`src/rtl/rojobot_map_pkg.sv`:
```
// Shared map definitions for the rojobot world-map path: map codes and
// default geometry used by the fetch stage and the colorizer.
package rojobot_map_pkg;

  typedef logic [1:0] map_code_t;

  localparam map_code_t MAP_GRASS  = 2'b00;
  localparam map_code_t MAP_ROAD   = 2'b01;
  localparam map_code_t MAP_FLOWER = 2'b10;
  localparam map_code_t MAP_BLACK  = 2'b11;

  localparam int DEF_CELL_SHIFT = 3;
  localparam int DEF_MAP_COLS   = 128;
  localparam int DEF_MAP_ROWS   = 128;
  localparam int PIX_W          = 12;

endpackage

```
`src/rtl/world_map_fetch_pipe_delay.sv`:
```
// Fixed-depth register delay line, asynchronously cleared to zero.
// DEPTH must be at least 1.
module pipe_delay #(
  parameter int WIDTH = 1,
  parameter int DEPTH = 1
) (
  input  logic             clk,
  input  logic             reset,
  input  logic [WIDTH-1:0] d_i,
  output logic [WIDTH-1:0] q_o
);

  genvar gi;
  generate
    for (gi = 0; gi < DEPTH; gi++) begin : g_stage
      logic [WIDTH-1:0] stage_q;
      if (gi == 0) begin : g_first
        always_ff @(posedge clk or posedge reset) begin
          if (reset) stage_q <= '0;
          else       stage_q <= d_i;
        end
      end else begin : g_rest
        always_ff @(posedge clk or posedge reset) begin
          if (reset) stage_q <= '0;
          else       stage_q <= g_stage[gi-1].stage_q;
        end
      end
    end
  endgenerate

  assign q_o = g_stage[DEPTH-1].stage_q;

endmodule

```
`src/rtl/world_map_fetch.sv`:
```
// Scan-pixel to world-map fetch stage: issues RAM reads per map cell, skips
// repeat reads of the same cell, and realigns pixel info with the returned data.
module world_map_fetch
  import rojobot_map_pkg::*;
#(
  parameter int        CELL_SHIFT  = DEF_CELL_SHIFT,
  parameter int        MAP_COLS    = DEF_MAP_COLS,
  parameter int        MAP_ROWS    = DEF_MAP_ROWS,
  parameter int        ADDR_W      = 14,
  parameter int        RAM_LATENCY = 1,
  parameter map_code_t OOR_VALUE   = MAP_BLACK
) (
  input  logic              clk,
  input  logic              reset,
  input  logic [11:0]       pixel_row,
  input  logic [11:0]       pixel_column,
  input  logic              video_on,
  output logic [ADDR_W-1:0] map_addr,
  output logic              map_rd_en,
  input  logic [1:0]        map_data,
  output logic [1:0]        map_value,
  output logic [11:0]       map_row,
  output logic [11:0]       map_column,
  output logic              map_video_on
);

  localparam int ROW_W = $clog2(MAP_ROWS);
  localparam int COL_W = $clog2(MAP_COLS);
  localparam int BUS_W = 1 + 2 * PIX_W + 1;
  localparam logic [12:0] ROWS_LIM = 13'(MAP_ROWS);
  localparam logic [12:0] COLS_LIM = 13'(MAP_COLS);

  logic [11:0]       cell_row;
  logic [11:0]       cell_col;
  logic              in_range;
  logic              fetch_d;
  logic [ADDR_W-1:0] addr_d;
  logic              rd_en_d;
  logic [ADDR_W-1:0] last_addr_d;
  logic              last_valid_d;

  logic [ADDR_W-1:0] addr_q;
  logic              rd_en_q;
  logic [ADDR_W-1:0] last_addr_q;
  logic              last_valid_q;
  logic [BUS_W-1:0]  stage_a_q;
  logic [BUS_W-1:0]  stage_a_d;
  logic [BUS_W-1:0]  dly_bus;

  logic              dly_fetch;
  logic [11:0]       dly_row;
  logic [11:0]       dly_col;
  logic              dly_von;

  logic [1:0]        value_q;
  logic [11:0]       row_q;
  logic [11:0]       col_q;
  logic              von_q;

  assign cell_row = pixel_row >> CELL_SHIFT;
  assign cell_col = pixel_column >> CELL_SHIFT;

  // Range test happens on the full cell index so wrapped addresses never alias in.
  always_comb begin
    in_range     = ({1'b0, cell_row} < ROWS_LIM) && ({1'b0, cell_col} < COLS_LIM);
    fetch_d      = video_on && in_range;
    addr_d       = ADDR_W'({cell_row[ROW_W-1:0], cell_col[COL_W-1:0]});
    rd_en_d      = fetch_d && !(last_valid_q && (addr_d == last_addr_q));
    last_addr_d  = fetch_d ? addr_d : last_addr_q;
    last_valid_d = fetch_d;
    stage_a_d    = {fetch_d, pixel_row, pixel_column, video_on};
  end

  always_ff @(posedge clk or posedge reset) begin
    if (reset) begin
      addr_q       <= '0;
      rd_en_q      <= 1'b0;
      last_addr_q  <= '0;
      last_valid_q <= 1'b0;
      stage_a_q    <= '0;
    end else begin
      addr_q       <= addr_d;
      rd_en_q      <= rd_en_d;
      last_addr_q  <= last_addr_d;
      last_valid_q <= last_valid_d;
      stage_a_q    <= stage_a_d;
    end
  end

  pipe_delay #(
    .WIDTH (BUS_W),
    .DEPTH (RAM_LATENCY)
  ) u_delay (
    .clk   (clk),
    .reset (reset),
    .d_i   (stage_a_q),
    .q_o   (dly_bus)
  );

  assign {dly_fetch, dly_row, dly_col, dly_von} = dly_bus;

  always_ff @(posedge clk or posedge reset) begin
    if (reset) begin
      value_q <= OOR_VALUE;
      row_q   <= '0;
      col_q   <= '0;
      von_q   <= 1'b0;
    end else begin
      value_q <= dly_fetch ? map_data : OOR_VALUE;
      row_q   <= dly_row;
      col_q   <= dly_col;
      von_q   <= dly_von;
    end
  end

  assign map_addr     = addr_q;
  assign map_rd_en    = rd_en_q;
  assign map_value    = value_q;
  assign map_row      = row_q;
  assign map_column   = col_q;
  assign map_video_on = von_q;

endmodule

```
`config.mk`:
```
export PLATFORM = sky130hd
export DESIGN_NAME = world_map_fetch
export DESIGN_NICKNAME = d
export VERILOG_FILES = /design/src/rtl/rojobot_map_pkg.sv /design/src/rtl/world_map_fetch_pipe_delay.sv /design/src/rtl/world_map_fetch.sv
export SDC_FILE = /design/constraint.sdc
export NUM_CORES = 1
export LEC_CHECK = 0
export CAP_MARGIN = 10
export CELL_PAD_IN_SITES_DETAIL_PLACEMENT = 1
export CELL_PAD_IN_SITES_GLOBAL_PLACEMENT = 2
export CORE_ASPECT_RATIO = 0.7
export CORE_MARGIN = 3
export CORE_UTILIZATION = 37
export DETAILED_ROUTE_END_ITERATION = 10
export PLACE_DENSITY_LB_ADDON = 0.1
export SYNTH_ARGS = -nofsm -noshare
export SYNTH_HDL_FRONTEND = slang
export SYNTH_SLANG_ARGS = --single-unit
export TNS_END_PERCENT = 20
```
`constraint.sdc`:
```
create_clock -name clk -period 8.3 [get_ports clk]
set_input_delay 1.66 -clock clk [delete_from_list [all_inputs] [get_ports clk]]
set_output_delay 1.66 -clock clk [all_outputs]
set_load 0.05 [all_outputs]
```
## Yosys cells after proc, flatten, opt, wreduce, memory -nomap -nowiden

Index checks and enable logic that the tools add are counted.

- Bits in writable memories: 0
- Memories kept: 0
- Latch bits: 0
- Register bits after elaboration: 109
- Bits of input ports: 29
- ROM bits: 0

- Add/sub/neg operators: 0
- Equal/unequal tests: 1
- Mux-type cells: 1
- Reductions and logical operators: 5
- Shift operators: 0
- $lt $le $gt $ge: 2
- $mul: 0
- Divide/modulo/power cells: 0
- Bitwise logic cells: 0

Operators by type and width:

| kind | number |
|---|---|
| $lt 9x8->1 const B | 2 |
| $eq 14x14->1 | 1 |
| $logic_and 1x1->1 | 4 |
| $mux 2 | 1 |
| $logic_not 1->1 | 1 |

## Longest topological paths before layout

- Depth after elaboration: 4
- Depth in mapped cells: 4
- Mapped depth without buffers: 4

## Modules after synthesis

Synthesis repeated with hierarchy kept, for this count alone.

- Cell total of the unflattened synthesis: 149
- Area total of the unflattened synthesis: 2835.2 µm²

Modules (own cells, without submodules):

| module | times used | area an instance (µm²) | seq. area each (µm²) | cells each |
|---|---|---|---|---|
| world_map_fetch | 1 | 2180.8 | 1704.1 | 122 |
| pipe_delay | 1 | 654.4 | 650.6 | 27 |

## Least setup slack after synthesis

Ideal clock, no wire load.

- Kind: input -> register
- Start: input port pixel_column[11]
- End: register last_addr_q[0]
- Stages on the path: 4
- Setup slack: 5525 ps
- Data arrival time: 2650 ps
- Path buffers: 1
- Library setup time: 125 ps
- Required time: 8175 ps
- Cells stage by stage: nand2b_1 > nor4_4 > buf_6 > mux2_2

- Longest elaborated chain between the ends: 3

Ends and longest elaborated chain:

| what | line | RTL |
|---|---|---|
| start: declaration | world_map_fetch.sv:16 | `input logic [11:0] pixel_column,` |
| $lt 9x8->1 | world_map_fetch.sv:65 | `in_range = ({1'b0, cell_row} < ROWS_LIM) && ({1'b0, cell_col} < COLS_LIM);` |
| $logic_and 1x1->1 | world_map_fetch.sv:65 |  |
| $logic_and 1x1->1 | world_map_fetch.sv:66 | `fetch_d = video_on && in_range;` |
| net fetch_d | world_map_fetch.sv:36 | `logic fetch_d;` |
| end signal: assignment | world_map_fetch.sv:84 | `last_addr_q <= last_addr_d;` |
| end: declaration | world_map_fetch.sv:44 | `logic [ADDR_W-1:0] last_addr_q;` |

The timed path passes the listed nets, and every way through them passes these cells.
A chain may end at the register's enable or synchronous reset.

## Final worst setup path

- Start: register value_q[1], in the netlist map_value[1]
- End: output port map_value[1]

RTL lines:

| what | line | RTL |
|---|---|---|
| start: declaration | world_map_fetch.sv:55 | `logic [1:0] value_q;` |
| start signal: assignment | world_map_fetch.sv:109 | `value_q <= dly_fetch ? map_data : OOR_VALUE;` |
| end: declaration | world_map_fetch.sv:21 | `output logic [1:0] map_value,` |

No word-level cell between the ends.

==> impl_metrics.toml <==
[synth]
yosys.area_share.simple = 0.0270
synthMuxAreaShare = 0.0557
synth.most_common_cell = "dfrtp_1"
ys_types = 13
synth_compound_area_frac = 0
synth-seq-cells = 94
synthXorXnorAreaFrac = 0.0433
synth_nets = 177
synth_top_family_by_area = "multiplexers"
synth_flop_cell = "dfrtp_1"
synth_common_cells = "92 x dfrtp_1, 14 x buf_4, 14 x mux2_2, 14 x xnor2_1"
synth.area.top_cells = "dfrtp_1 81%, mux2_2 5.6%, xnor2_1 4.3%"
synth.avg_cell_area_um2 = 19.1
synth-edff-count = 0
synth_area_um2 = 2830
synthAdderAreaFrac = 0
ys_warn_count = 0
ys_seq_area_frac = 0.832
netlist_instances = 148
yosys.area.top_type = "dfrtp_1"
synth.top_cell.area_share = 0.813
ys_async_sr_fraction = 1.00

[clock_network]
cts_setup_buffers = 0
path_clk_slew_ns = 0.09
clk_latency_ns = 0.35
clockBufferDepth = 2
holdBufCountCts = 0
cts_sinks = 94
cts_tree = "done"
cts_resized = 0
numCtsBuffers = 9
clockRootBuffer = "clkbuf_8"
htree_levels = 3

[place]
place.gp.congestion = 0.637
port_buffers = 70
dp_cells = 301
dpl.hpwl_um = 3250

[final_layout]
final_nets = 244
utilization = 0.513
layout-drive-gt1-share = 0.159
diodes = 0
syn_to_final_growth_pct = 33.3
final_cells = 318

[routing]
first_pass_iters = 3
wirelength_um = 4640
wl_per_cell_um = 14.6
postRouteAntennaNets = 0
vias = 1324
vias_per_cell = 4.16
drt_iter0_markers = 29
drc_errors = 0

[die]
ios = 71
dieArea_um2 = 8750
rows = 26
core_area_um2 = 7350
die_y_um = 79.2
die_w_um = 111
start_util = 0.385

[setup_path]
critPathKind = "flop to primary output"
crit_path_start_kind = "flop"
cp_slowest_stage_delay_ns = 0.79
cp_data_arrival_time_ns = 1.66
slowest_stage = "clkdlybuf4s50_1"
end_kind = "primary output"
cp_num_buf_inv = 1
worstPathRequired_ns = 6.64
cp_cell_sequence = "clkdlybuf4s50_1"
critPathTopFamily = "buffers and inverters"
cp_max_fo = 1

[sta]
fmax_ghz = 0.301
post-route-min-period_ns = 3.32
post-route-period-util = 0.400
slew_viol_final = 0
max_slew_margin = 0.329
setup_viol = 0
fin_skew_ns = 0.00838
finalHoldViolCount = 0
rsz0062_at_grt = "false"
finalSetupTns_ns = 0
worst_pin_slew_ns = 0.999

[global_routing]
grt_util_met2 = 0.191
grt_util_all_layers = 0.115
grt_remaining_overflow = 0
grt_use_met3 = 0.0480
grt_first_pass_wirelength_um = 7560
grt_start_max_net_pins = 95
grt_pass1_vias = 1504
antenna_found_initial = 0
gr-usage-met1 = 0.131
busiest_layer = "met2"

[pwr]
peakVddDrop_v = 0.0000910
powerDensity_nw_per_um2 = 246
p_leak_nw = 1.60
power_mw = 0.929

[status]
outcome = "finished clean"

[hold_path]
hold_class = "flop to flop"

[flow_run]
maxCapViolations = 0
## placed cells by master, fill, tap and decap left out
cell type / netlist / routed
inv_6: 0 / 1
mux2_2: 14 / 14
clkinv_2: 0 / 1
clkinv_4: 0 / 2
xnor2_1: 14 / 14
nor4_1: 1 / 1
clkdlybuf4s50_1: 0 / 70
clkinvlp_4: 0 / 1
bufinv_16: 0 / 1
nand3_1: 1 / 1
nand2b_1: 3 / 3
nand4_1: 3 / 3
nor4_4: 1 / 1
nor2b_1: 1 / 1
dfrtp_1: 92 / 92
buf_16: 0 / 1
clkbuf_8: 0 / 10
dfstp_2: 2 / 2
inv_4: 0 / 1
## sequential cells by signal, summed over array words and instances (netlist names), 2 cells and up
name         cells
u_delay.q_o     26
last_addr_q     14
map_value        2
stage_a_q       25
map_row         12
map_column      12
## power breakdown
| group | internal (mW) | leakage, nW | switching (mW) |
|---|---|---|---|
| Combinational | 0.0541 | 0.387 | 0.0639 |
| Sequential | 0.492 | 1.11 | 0.0167 |
| Clock | 0.149 | 0.103 | 0.153 |
## through the flow
| stage | cell area [um^2] | worst slack [ns] | hold WS [ns] |
|---|---|---|---|
| floorplan | 2830 | 4.19 | 0.331 |
| global placement | 3540 | 4.76 | 0.331 |
| detailed placement | 3540 | 4.69 | 0.336 |
| CTS | 3750 | 4.95 | 0.351 |
| global route | 3770 | 4.93 | 0.361 |
| finish | 3770 | 4.98 | 0.354 |
## metal layers
metal	routed length [um]	share of wire
met4	61	0.013
met3	258	0.056
met2	2360	0.51
met5	0	0
met1	1970	0.42
## worst reg2reg max path: cells and delay by family (launching register included)
kind | cells | cell delay (ns)
XOR/XNOR | 1 | 0.18
flip-flops | 1 | 0.40
AND/OR/NAND/NOR | 3 | 0.45
## logic make-up (layout without fill, tap and decap cells)
group	count (synthesis)	in the layout
xor gates and xnor gates	14	14
and+or+nand+nor	10	10
buffers and inverters	16	88
DFF	94	94
muxes	14	14
## final cells by class
cell class	count	area (um^2)
Inverter	1	6.26
Tap cell	98	123
Multi-Input combinational cell	38	357
Sequential cell	94	2350
Timing Repair Buffer	71	728
Clock inverter	6	68.8
Fill cell	727	3580
Clock buffer	10	138
## path summary, 6_finish.rpt
kind                            startpoint              to  slack, ns  cells after the start
min reg2reg                u_delay.q_o[21]      map_row[8]       0.35                      0
max in group asynchronous            reset  last_addr_q[6]       5.96                      3
max reg2reg                last_addr_q[13]       map_rd_en       7.15                      4
min                        u_delay.q_o[21]      map_row[8]       0.35                      0
min in group asynchronous            reset    stage_a_q[1]       1.72                      2
max                           map_value[1]    map_value[1]       4.98                      1
(Power assumes the default switching activity.)
